$ cat src/rtl/mmio_io_port_if.sv
// CPU data-bus and stream signals of the mmio_io_port responder, grouped as one bundle.
interface mmio_io_port_if;
    logic [15:0] Addr;
    logic [31:0] WriteData;
    logic        MemWrite;
    logic        MemRead;
    logic        Hit;
    logic [31:0] ReadData;
    logic [31:0] out_data;
    logic        out_valid;
    logic        out_ready;
    logic [31:0] in_data;
    logic        in_valid;
    logic        in_ready;

    modport slave (
        input  Addr, WriteData, MemWrite, MemRead, out_ready, in_data, in_valid,
        output Hit, ReadData, out_data, out_valid, in_ready
    );

    modport master (
        output Addr, WriteData, MemWrite, MemRead, out_ready, in_data, in_valid,
        input  Hit, ReadData, out_data, out_valid, in_ready
    );
endinterface

$ cat src/rtl/mmio_io_port.sv
// MMIO responder: OUT0 store queue to a valid/ready consumer, IN0 holding register, STATUS.
// Define MMIO_OUT_FIFO_EN for a 4-deep output queue; otherwise a single output register.
module mmio_io_port #(
    parameter logic [15:0] OUT0_ADDR   = 16'd256,
    parameter logic [15:0] STATUS_ADDR = 16'd264,
    parameter logic [15:0] IN0_ADDR    = 16'd272
) (
    input  logic           clk,
    input  logic           rst,
    mmio_io_port_if.slave  bus
);

    logic hit_out, hit_stat, hit_in;
    logic push, pop, push_acc;
    logic out_valid, out_full;
    logic [31:0] head;
    logic ovf_q, ovf_d;
    logic in_full_q, in_full_d;
    logic [31:0] in_buf_q, in_buf_d;
    logic addr_unused;

    // Byte-lane bits never take part in decode.
    assign addr_unused = ^bus.Addr[1:0];

    assign hit_out  = (bus.Addr[15:2] == OUT0_ADDR[15:2]);
    assign hit_stat = (bus.Addr[15:2] == STATUS_ADDR[15:2]);
    assign hit_in   = (bus.Addr[15:2] == IN0_ADDR[15:2]);
    assign bus.Hit  = hit_out | hit_stat | hit_in;

    assign push     = bus.MemWrite & hit_out;
    assign pop      = out_valid & bus.out_ready;
    // A full queue still accepts a push when the head leaves on the same edge.
    assign push_acc = push & (~out_full | pop);

`ifdef MMIO_OUT_FIFO_EN
    logic [31:0] mem_q [0:3];
    logic [1:0]  wptr_q, wptr_d, rptr_q, rptr_d;
    logic [2:0]  count_q, count_d;

    assign out_valid = (count_q != 3'd0);
    assign out_full  = (count_q == 3'd4);
    assign head      = mem_q[rptr_q];

    always_ff @(posedge clk) begin
        if (push_acc) begin
            mem_q[wptr_q] <= bus.WriteData;
        end
    end

    always_comb begin
        wptr_d  = wptr_q;
        rptr_d  = rptr_q;
        count_d = count_q;
        if (push_acc) begin
            wptr_d = wptr_q + 2'd1;
        end
        if (pop) begin
            rptr_d = rptr_q + 2'd1;
        end
        case ({push_acc, pop})
            2'b10:   count_d = count_q + 3'd1;
            2'b01:   count_d = count_q - 3'd1;
            default: count_d = count_q;
        endcase
    end

    always_ff @(posedge clk or negedge rst) begin
        if (!rst) begin
            wptr_q  <= 2'd0;
            rptr_q  <= 2'd0;
            count_q <= 3'd0;
        end else begin
            wptr_q  <= wptr_d;
            rptr_q  <= rptr_d;
            count_q <= count_d;
        end
    end
`else
    logic [31:0] data_q, data_d;
    logic        valid_q, valid_d;

    assign out_valid = valid_q;
    assign out_full  = valid_q;
    assign head      = data_q;

    always_comb begin
        data_d  = data_q;
        valid_d = valid_q;
        if (push_acc) begin
            data_d  = bus.WriteData;
            valid_d = 1'b1;
        end else if (pop) begin
            valid_d = 1'b0;
        end
    end

    always_ff @(posedge clk or negedge rst) begin
        if (!rst) begin
            data_q  <= 32'd0;
            valid_q <= 1'b0;
        end else begin
            data_q  <= data_d;
            valid_q <= valid_d;
        end
    end
`endif

    assign bus.out_valid = out_valid;
    assign bus.out_data  = out_valid ? head : 32'd0;
    assign bus.in_ready  = ~in_full_q;

    always_comb begin
        ovf_d     = ovf_q;
        in_full_d = in_full_q;
        in_buf_d  = in_buf_q;
        if (bus.MemWrite & hit_stat & bus.WriteData[3]) begin
            ovf_d = 1'b0;
        end
        if (push & out_full & ~pop) begin
            ovf_d = 1'b1;
        end
        // in_ready is low while full, so load and consume are mutually exclusive.
        if (bus.in_valid & ~in_full_q) begin
            in_full_d = 1'b1;
            in_buf_d  = bus.in_data;
        end else if (bus.MemRead & hit_in & in_full_q) begin
            in_full_d = 1'b0;
        end
    end

    always_ff @(posedge clk or negedge rst) begin
        if (!rst) begin
            ovf_q     <= 1'b0;
            in_full_q <= 1'b0;
            in_buf_q  <= 32'd0;
        end else begin
            ovf_q     <= ovf_d;
            in_full_q <= in_full_d;
            in_buf_q  <= in_buf_d;
        end
    end

    always_comb begin
        bus.ReadData = 32'd0;
        if (hit_stat) begin
            bus.ReadData = {28'd0, ovf_q, ~out_valid, out_full, in_full_q};
        end else if (hit_in & in_full_q) begin
            bus.ReadData = in_buf_q;
        end
    end

endmodule

$ cat src/flat_wrapper.sv
// flat-port wrapper written by rule: the top's interface ports become plain ports
module mmio_io_port_flat 
#(
    parameter logic [15:0] OUT0_ADDR   = 16'd256,
    parameter logic [15:0] STATUS_ADDR = 16'd264,
    parameter logic [15:0] IN0_ADDR    = 16'd272
)
  (clk, rst, bus_Addr, bus_WriteData, bus_MemWrite, bus_MemRead, bus_out_ready, bus_in_data, bus_in_valid, bus_Hit, bus_ReadData, bus_out_data, bus_out_valid, bus_in_ready);
  mmio_io_port_if bus_i ();
  input  logic clk;
  input  logic rst;
  input wire logic [$bits(bus_i.Addr)-1:0] bus_Addr;
  input wire logic [$bits(bus_i.WriteData)-1:0] bus_WriteData;
  input wire logic [$bits(bus_i.MemWrite)-1:0] bus_MemWrite;
  input wire logic [$bits(bus_i.MemRead)-1:0] bus_MemRead;
  input wire logic [$bits(bus_i.out_ready)-1:0] bus_out_ready;
  input wire logic [$bits(bus_i.in_data)-1:0] bus_in_data;
  input wire logic [$bits(bus_i.in_valid)-1:0] bus_in_valid;
  output wire logic [$bits(bus_i.Hit)-1:0] bus_Hit;
  output wire logic [$bits(bus_i.ReadData)-1:0] bus_ReadData;
  output wire logic [$bits(bus_i.out_data)-1:0] bus_out_data;
  output wire logic [$bits(bus_i.out_valid)-1:0] bus_out_valid;
  output wire logic [$bits(bus_i.in_ready)-1:0] bus_in_ready;
  assign bus_i.Addr = bus_Addr;
  assign bus_i.WriteData = bus_WriteData;
  assign bus_i.MemWrite = bus_MemWrite;
  assign bus_i.MemRead = bus_MemRead;
  assign bus_i.out_ready = bus_out_ready;
  assign bus_i.in_data = bus_in_data;
  assign bus_i.in_valid = bus_in_valid;
  assign bus_Hit = bus_i.Hit;
  assign bus_ReadData = bus_i.ReadData;
  assign bus_out_data = bus_i.out_data;
  assign bus_out_valid = bus_i.out_valid;
  assign bus_in_ready = bus_i.in_ready;
  mmio_io_port #(.OUT0_ADDR(OUT0_ADDR), .STATUS_ADDR(STATUS_ADDR), .IN0_ADDR(IN0_ADDR)) u_core (.clk(clk), .rst(rst), .bus(bus_i));
endmodule
$ cat config.mk
export PLATFORM = sky130hd
export DESIGN_NAME = mmio_io_port_flat
export DESIGN_NICKNAME = d
export VERILOG_FILES = /design/src/rtl/mmio_io_port_if.sv /design/src/rtl/mmio_io_port.sv /design/src/flat_wrapper.sv
export SDC_FILE = /design/constraint.sdc
export NUM_CORES = 1
export LEC_CHECK = 0
export CORE_ASPECT_RATIO = 0.7
export CORE_MARGIN = 2
export CORE_UTILIZATION = 36
export DETAILED_ROUTE_END_ITERATION = 12
export GPL_TIMING_DRIVEN = 0
export MAX_ROUTING_LAYER = met4
export PLACE_DENSITY = 0.76
export SLEW_MARGIN = 10
export SYNTH_ARGS = -nofsm -noshare
export SYNTH_HDL_FRONTEND = slang
export SYNTH_SLANG_ARGS = --single-unit
export TNS_END_PERCENT = 100
$ cat constraint.sdc
create_clock -name clk -period 1.7 [get_ports clk]
set_clock_uncertainty 0.05 [all_clocks]
set_input_delay 0.255 -clock clk [delete_from_list [all_inputs] [get_ports clk]]
set_output_delay 0.255 -clock clk [all_outputs]
set_load 0.02 [all_outputs]
# Word-level counts from Yosys, hierarchy flattened
# Index checks and enable logic that the tools add are counted.
dict set report op_classes {
  eq_ne 3
  muxes 9
  bitwise_logic 17
  reduce_logical 3
}
# operator n
set ops {}
lappend ops {{$mux 32} 3}
lappend ops {{$eq 14x7->1 const B} 3}
lappend ops {{$and 1x1->1} 11}
lappend ops {{$mux 1} 6}
lappend ops {{$reduce_bool 2->1} 3}
lappend ops {{$not 1->1} 3}
lappend ops {{$or 1x1->1} 3}
dict set report word_totals {
  reg_bits 67
  inputBits 86
}

# Depth between registers and ports, before layout
dict set report depth {
  word_depth 5
  depth_mapped 5
  mapped_depth_nobuf 4
}

# Worst setup path after synthesis
# No wires, ideal clock.
dict set report synth_path {
  path_kind {input port to output port}
  startpoint {in bus_Addr[6]}
  endpoint {out bus_ReadData[3]}
  arrival_ns 1.627
  slack_ns -0.232
  stages 5
  n_path_buf 1
  path_cell_list {nor4_1 nand3_1 nor3_2 clkbuf_1 a22o_1}
}
dict set report synth_via {
  elab_chain_cells 4
}
# element line_no
set synth_rtl {}
lappend synth_rtl {{from (decl)} flat_wrapper.sv:12} ;# input wire logic [$bits(bus_i.Addr)-1:0] bus_Addr;
lappend synth_rtl {{$eq 14x7->1} mmio_io_port.sv:27} ;# assign hit_in = (bus.Addr[15:2] == IN0_ADDR[15:2]);
lappend synth_rtl {{$and 1x1->1} mmio_io_port.sv:147} ;# end else if (hit_in & in_full_q) begin
lappend synth_rtl {{$mux 32} mmio_io_port.sv:147}
lappend synth_rtl {{$mux 32 (*)} mmio_io_port.sv:145} ;# if (hit_stat) begin
lappend synth_rtl {{to (decl)} flat_wrapper.sv:20} ;# output wire logic [$bits(bus_i.ReadData)-1:0] bus_ReadData;
# Mark *: on every way between the ends. The rest lies on a longest branch, timed or not.

# Worst setup path after layout
dict set report layout_path {
  startpoint {in bus_Addr[15]}
  endpoint {out bus_ReadData[31]}
}
# The elaborated chain is that of the path after synthesis.

==> impl_metrics.csv <==
group,metric,value,unit
hold_path,hold_path_class,"input pin to async pin",
power,p_leak,2.617,nW
worst_setup_path,crit_arrival,1.66,ns
clock_tree,clock_latency,0.32,ns
run,drv_cap,0,
timing,drv_slew,0,
logic_synthesis,yosys.area_share.adder,0,%
worst_setup_path,crit_start,"bus_Addr[15]",
placement,dp_hpwl,5.987,mm
clock_tree,cts.sinks,67,
worst_setup_path,r2r_cells,6,
global_route,grt_pass1_vias,2628,
timing,post-route-period-util,115.8,%
clock_tree,cts_buffers,9,
global_route,grt_max_degree,58,
logic_synthesis,ys_ff_latch,67,
logic_synthesis,synth_xor_area_share,0,%
worst_setup_path,reg2reg_to,"u_core.data_q[1]",
route,first_iter_violations,79,
logic_synthesis,synth_seq_area_share,55.53,%
clock_tree,cts_buffer_depth,2,
logic_synthesis,yosys.area_share.simple,16.00,%
final_layout,fill_cells,599,
worst_setup_path,required,1.39,ns
worst_setup_path,crit_fanout,5,
logic_synthesis,ys_types,20,
die,io_pins,153,
final_layout,layout.nets,501,
worst_setup_path,endpoint,"bus_ReadData[31]",
logic_synthesis,synth-edff-count,0,
logic_synthesis,syn_inst,230,
timing,hold_viol,0,
final_layout,area_growth_syn_to_layout,82.43,%
logic_synthesis,postSynth.asyncResetShare,100.0,%
logic_synthesis,synth_fp_nets,316,
placement,port_buffers,150,
global_route,grt_remaining_overflow,0,
timing,fmax,0.5078,GHz
power,max-vdd-ir-drop,0.5101,mV
logic_synthesis,synthFlopType,"dfrtp_1",
power,power.density,696.9,nW/um^2
die,initial_core_util,37.71,%
worst_setup_path,path_class,"input pin to output pin",
final_layout,layout-drive-gt1-share,51.55,%
logic_synthesis,syn_area,3019,um^2
route,finalWirelength,8.686,mm
timing,hold_ws,0.2684,ns
clock_tree,root_buffer,"clkbuf_16",
logic_synthesis,synth.yosys.warnings,0,
logic_synthesis,synthMuxAreaShare,23.87,%
worst_setup_path,startpoint_type,"input pin",
logic_synthesis,ys_top_cells_by_area,"dfrtp_1, and2_1, mux2_1",
global_route,antenna_found_initial,0,
die,die_w,113.5,um
final_layout,fin_cells,520,
global_route,grt_pass1_wl,13.49,mm
logic_synthesis,synth_top_area_share,55.53,%
clock_tree,clkTransAtPathRegs,0.05,ns
timing,worst_slack,-0.2693,ns
clock_tree,cts_max_level,3,
worst_setup_path,ff2ff_setup_slack,0,ns
timing,tns,-11.77,ns
logic_synthesis,avgSynthCellArea,13.13,um^2
die,die_h,80.62,um
global_route,gr-usage-all-layers,20.17,%
route,num_vias,2433,
placement,place.detailed.instances,482,
timing,tightest_slew,0.3432,ns
route,wl_per_cell,16.70,um
timing,max_slew_margin,76.95,%
die,core_area,8006,um^2
outcome,outcome,"finished with violations",
route,ant_nets,0,
logic_synthesis,yosys.area.top_type,"dfrtp_1",
route,vias_per_cell,4.679,
outcome,violations,"negative setup slack",
worst_setup_path,timing.rr.start,"u_core.bus.out_valid",
die,die-area,9147,um^2
route,drc,0,
worst_setup_path,end_kind,"output pin",
route,drt_pre_antenna_iters,4,
logic_synthesis,synth_compound_area_share,1.989,%
timing,final-setup-viol-count,65,
power,total_power,3.838,mW
timing,rsz0062_at_grt,"true",
placement,gp_congestion,0.7676,
timing,fin_crit,1.969,ns
clock_tree,cts_tree,"done",
final_layout,antenna_cells,0,
logic_synthesis,synth_top_family_by_area,"multiplexers",
die,row_count,27,
placement,pre_cts_ws,-1.297,ns
==> logic make-up (layout without fill, tap and decap cells) <==
family          Yosys count  count (layout)
compound gates            8               8
flops                    67              67
simple gates             76              76
buf+inv                  15             204
mux                      64              64
==> metrics by stage <==
step	util, %	instance area, um^2
finish	68.79	5508
global route	68.79	5508
CTS	67.68	5419
detailed placement	60.34	4831
global placement	60.02	4806
floorplan	-	3178
==> layout by cell type (no fill, tap or decap), types with 3 or more instances in the layout <==
master | synthesis | routed
dlygate4sd2_1 | 0 | 3
mux2_1 | 32 | 11
and2_4 | 0 | 29
buf_2 | 0 | 17
buf_8 | 0 | 5
clkdlybuf4s15_1 | 0 | 4
and2_1 | 60 | 31
clkbuf_16 | 0 | 12
mux2_2 | 32 | 32
buf_4 | 0 | 11
buf_12 | 0 | 3
clkdlybuf4s50_1 | 0 | 68
clkbuf_8 | 0 | 3
buf_6 | 3 | 55
nor2_1 | 4 | 4
clkbuf_2 | 0 | 7
a22o_1 | 5 | 4
clkdlybuf4s15_2 | 0 | 5
dfrtp_1 | 67 | 66
mux2_4 | 0 | 21
==> where the power goes <==
part           total, mW  switching (mW)  internal [mW]
Clock               1.78           0.656           1.12
Sequential          1.73          0.0447           1.69
Combinational      0.332          0.0956          0.236
==> Yosys cell counts (2+ instances only) <==
library cell	number
a21oi_1	2
nor4_1	2
buf_1	3
buf_6	3
dfrtp_1	67
nor2_1	4
inv_1	2
a22o_1	5
nand2_1	2
mux2_1	32
nor2b_1	2
nand3_1	2
mux2_2	32
and2_1	60
clkbuf_1	7
==> final cells by class <==
| cell class | count | area, um^2 | area share (%) |
|---|---|---|---|
| sequential | 67 | 1678 | 30.46 |
| multi-input combinational | 148 | 1485 | 26.96 |
| clock inverter | 5 | 55.05 | 0.9995 |
| inverter | 2 | 7.507 | 0.1363 |
| clock buffer | 10 | 229.0 | 4.157 |
| tap | 101 | 126.4 | 2.294 |
| timing repair buffer | 175 | 1758 | 31.92 |
| buffer | 12 | 168.9 | 3.067 |
==> how the worst min path moves through the flow <==
stage,startpoint,to,cells past startpoint
global placement,u_core.data_q[26],u_core.data_q[26],1
global route,rst,u_core.data_q[24],2
CTS,rst,u_core.data_q[24],2
finish,rst,u_core.data_q[24],2
detailed placement,rst,u_core.data_q[24],1
floorplan,rst,u_core.bus.out_valid,0
==> critical path, stage by stage <==
cell       delay, ns
buf_6           0.10
nor4_4          0.38
nand3_4         0.13
nor3_4          0.16
buf_6           0.15
buf_12          0.11
clkbuf_16       0.13
and2_4          0.14
buf_6           0.11
==> routing by layer <==
| metal | up-vias | wire [um] | GRT usage (%) | share of wire [%] |
|---|---|---|---|---|
| met5 | - | 0 | - | 0 |
| met4 | 0 | 153 | 7.195 | 1.8 |
| met3 | 15 | 515 | 5.811 | 5.9 |
| met2 | 82 | 4173 | 32.75 | 48 |
| met1 | 1185 | 3844 | 24.30 | 44 |
| li1 | 1151 | - | - | - |
==> registers in the layout, indices dropped and copies added, names as in the netlist <==
name                  cells
u_core.in_buf_q          32
u_core.ovf_q              1
u_core.data_q            32
u_core.bus.out_valid      1
u_core.in_full_q          1
==> repair_timing <==
item / 4_1_cts / 5_1_grt
hold buffers: 1 / 0
endpoints found under the setup margin: 130 / 124
pin swaps: 6 / 4
setup buffers: 15 / 6
gates resized for setup: 383 / 64
endpoints found under the hold margin: 23 / 0
cloned: 4 / 2
Power figures use the tool's default switching activity.
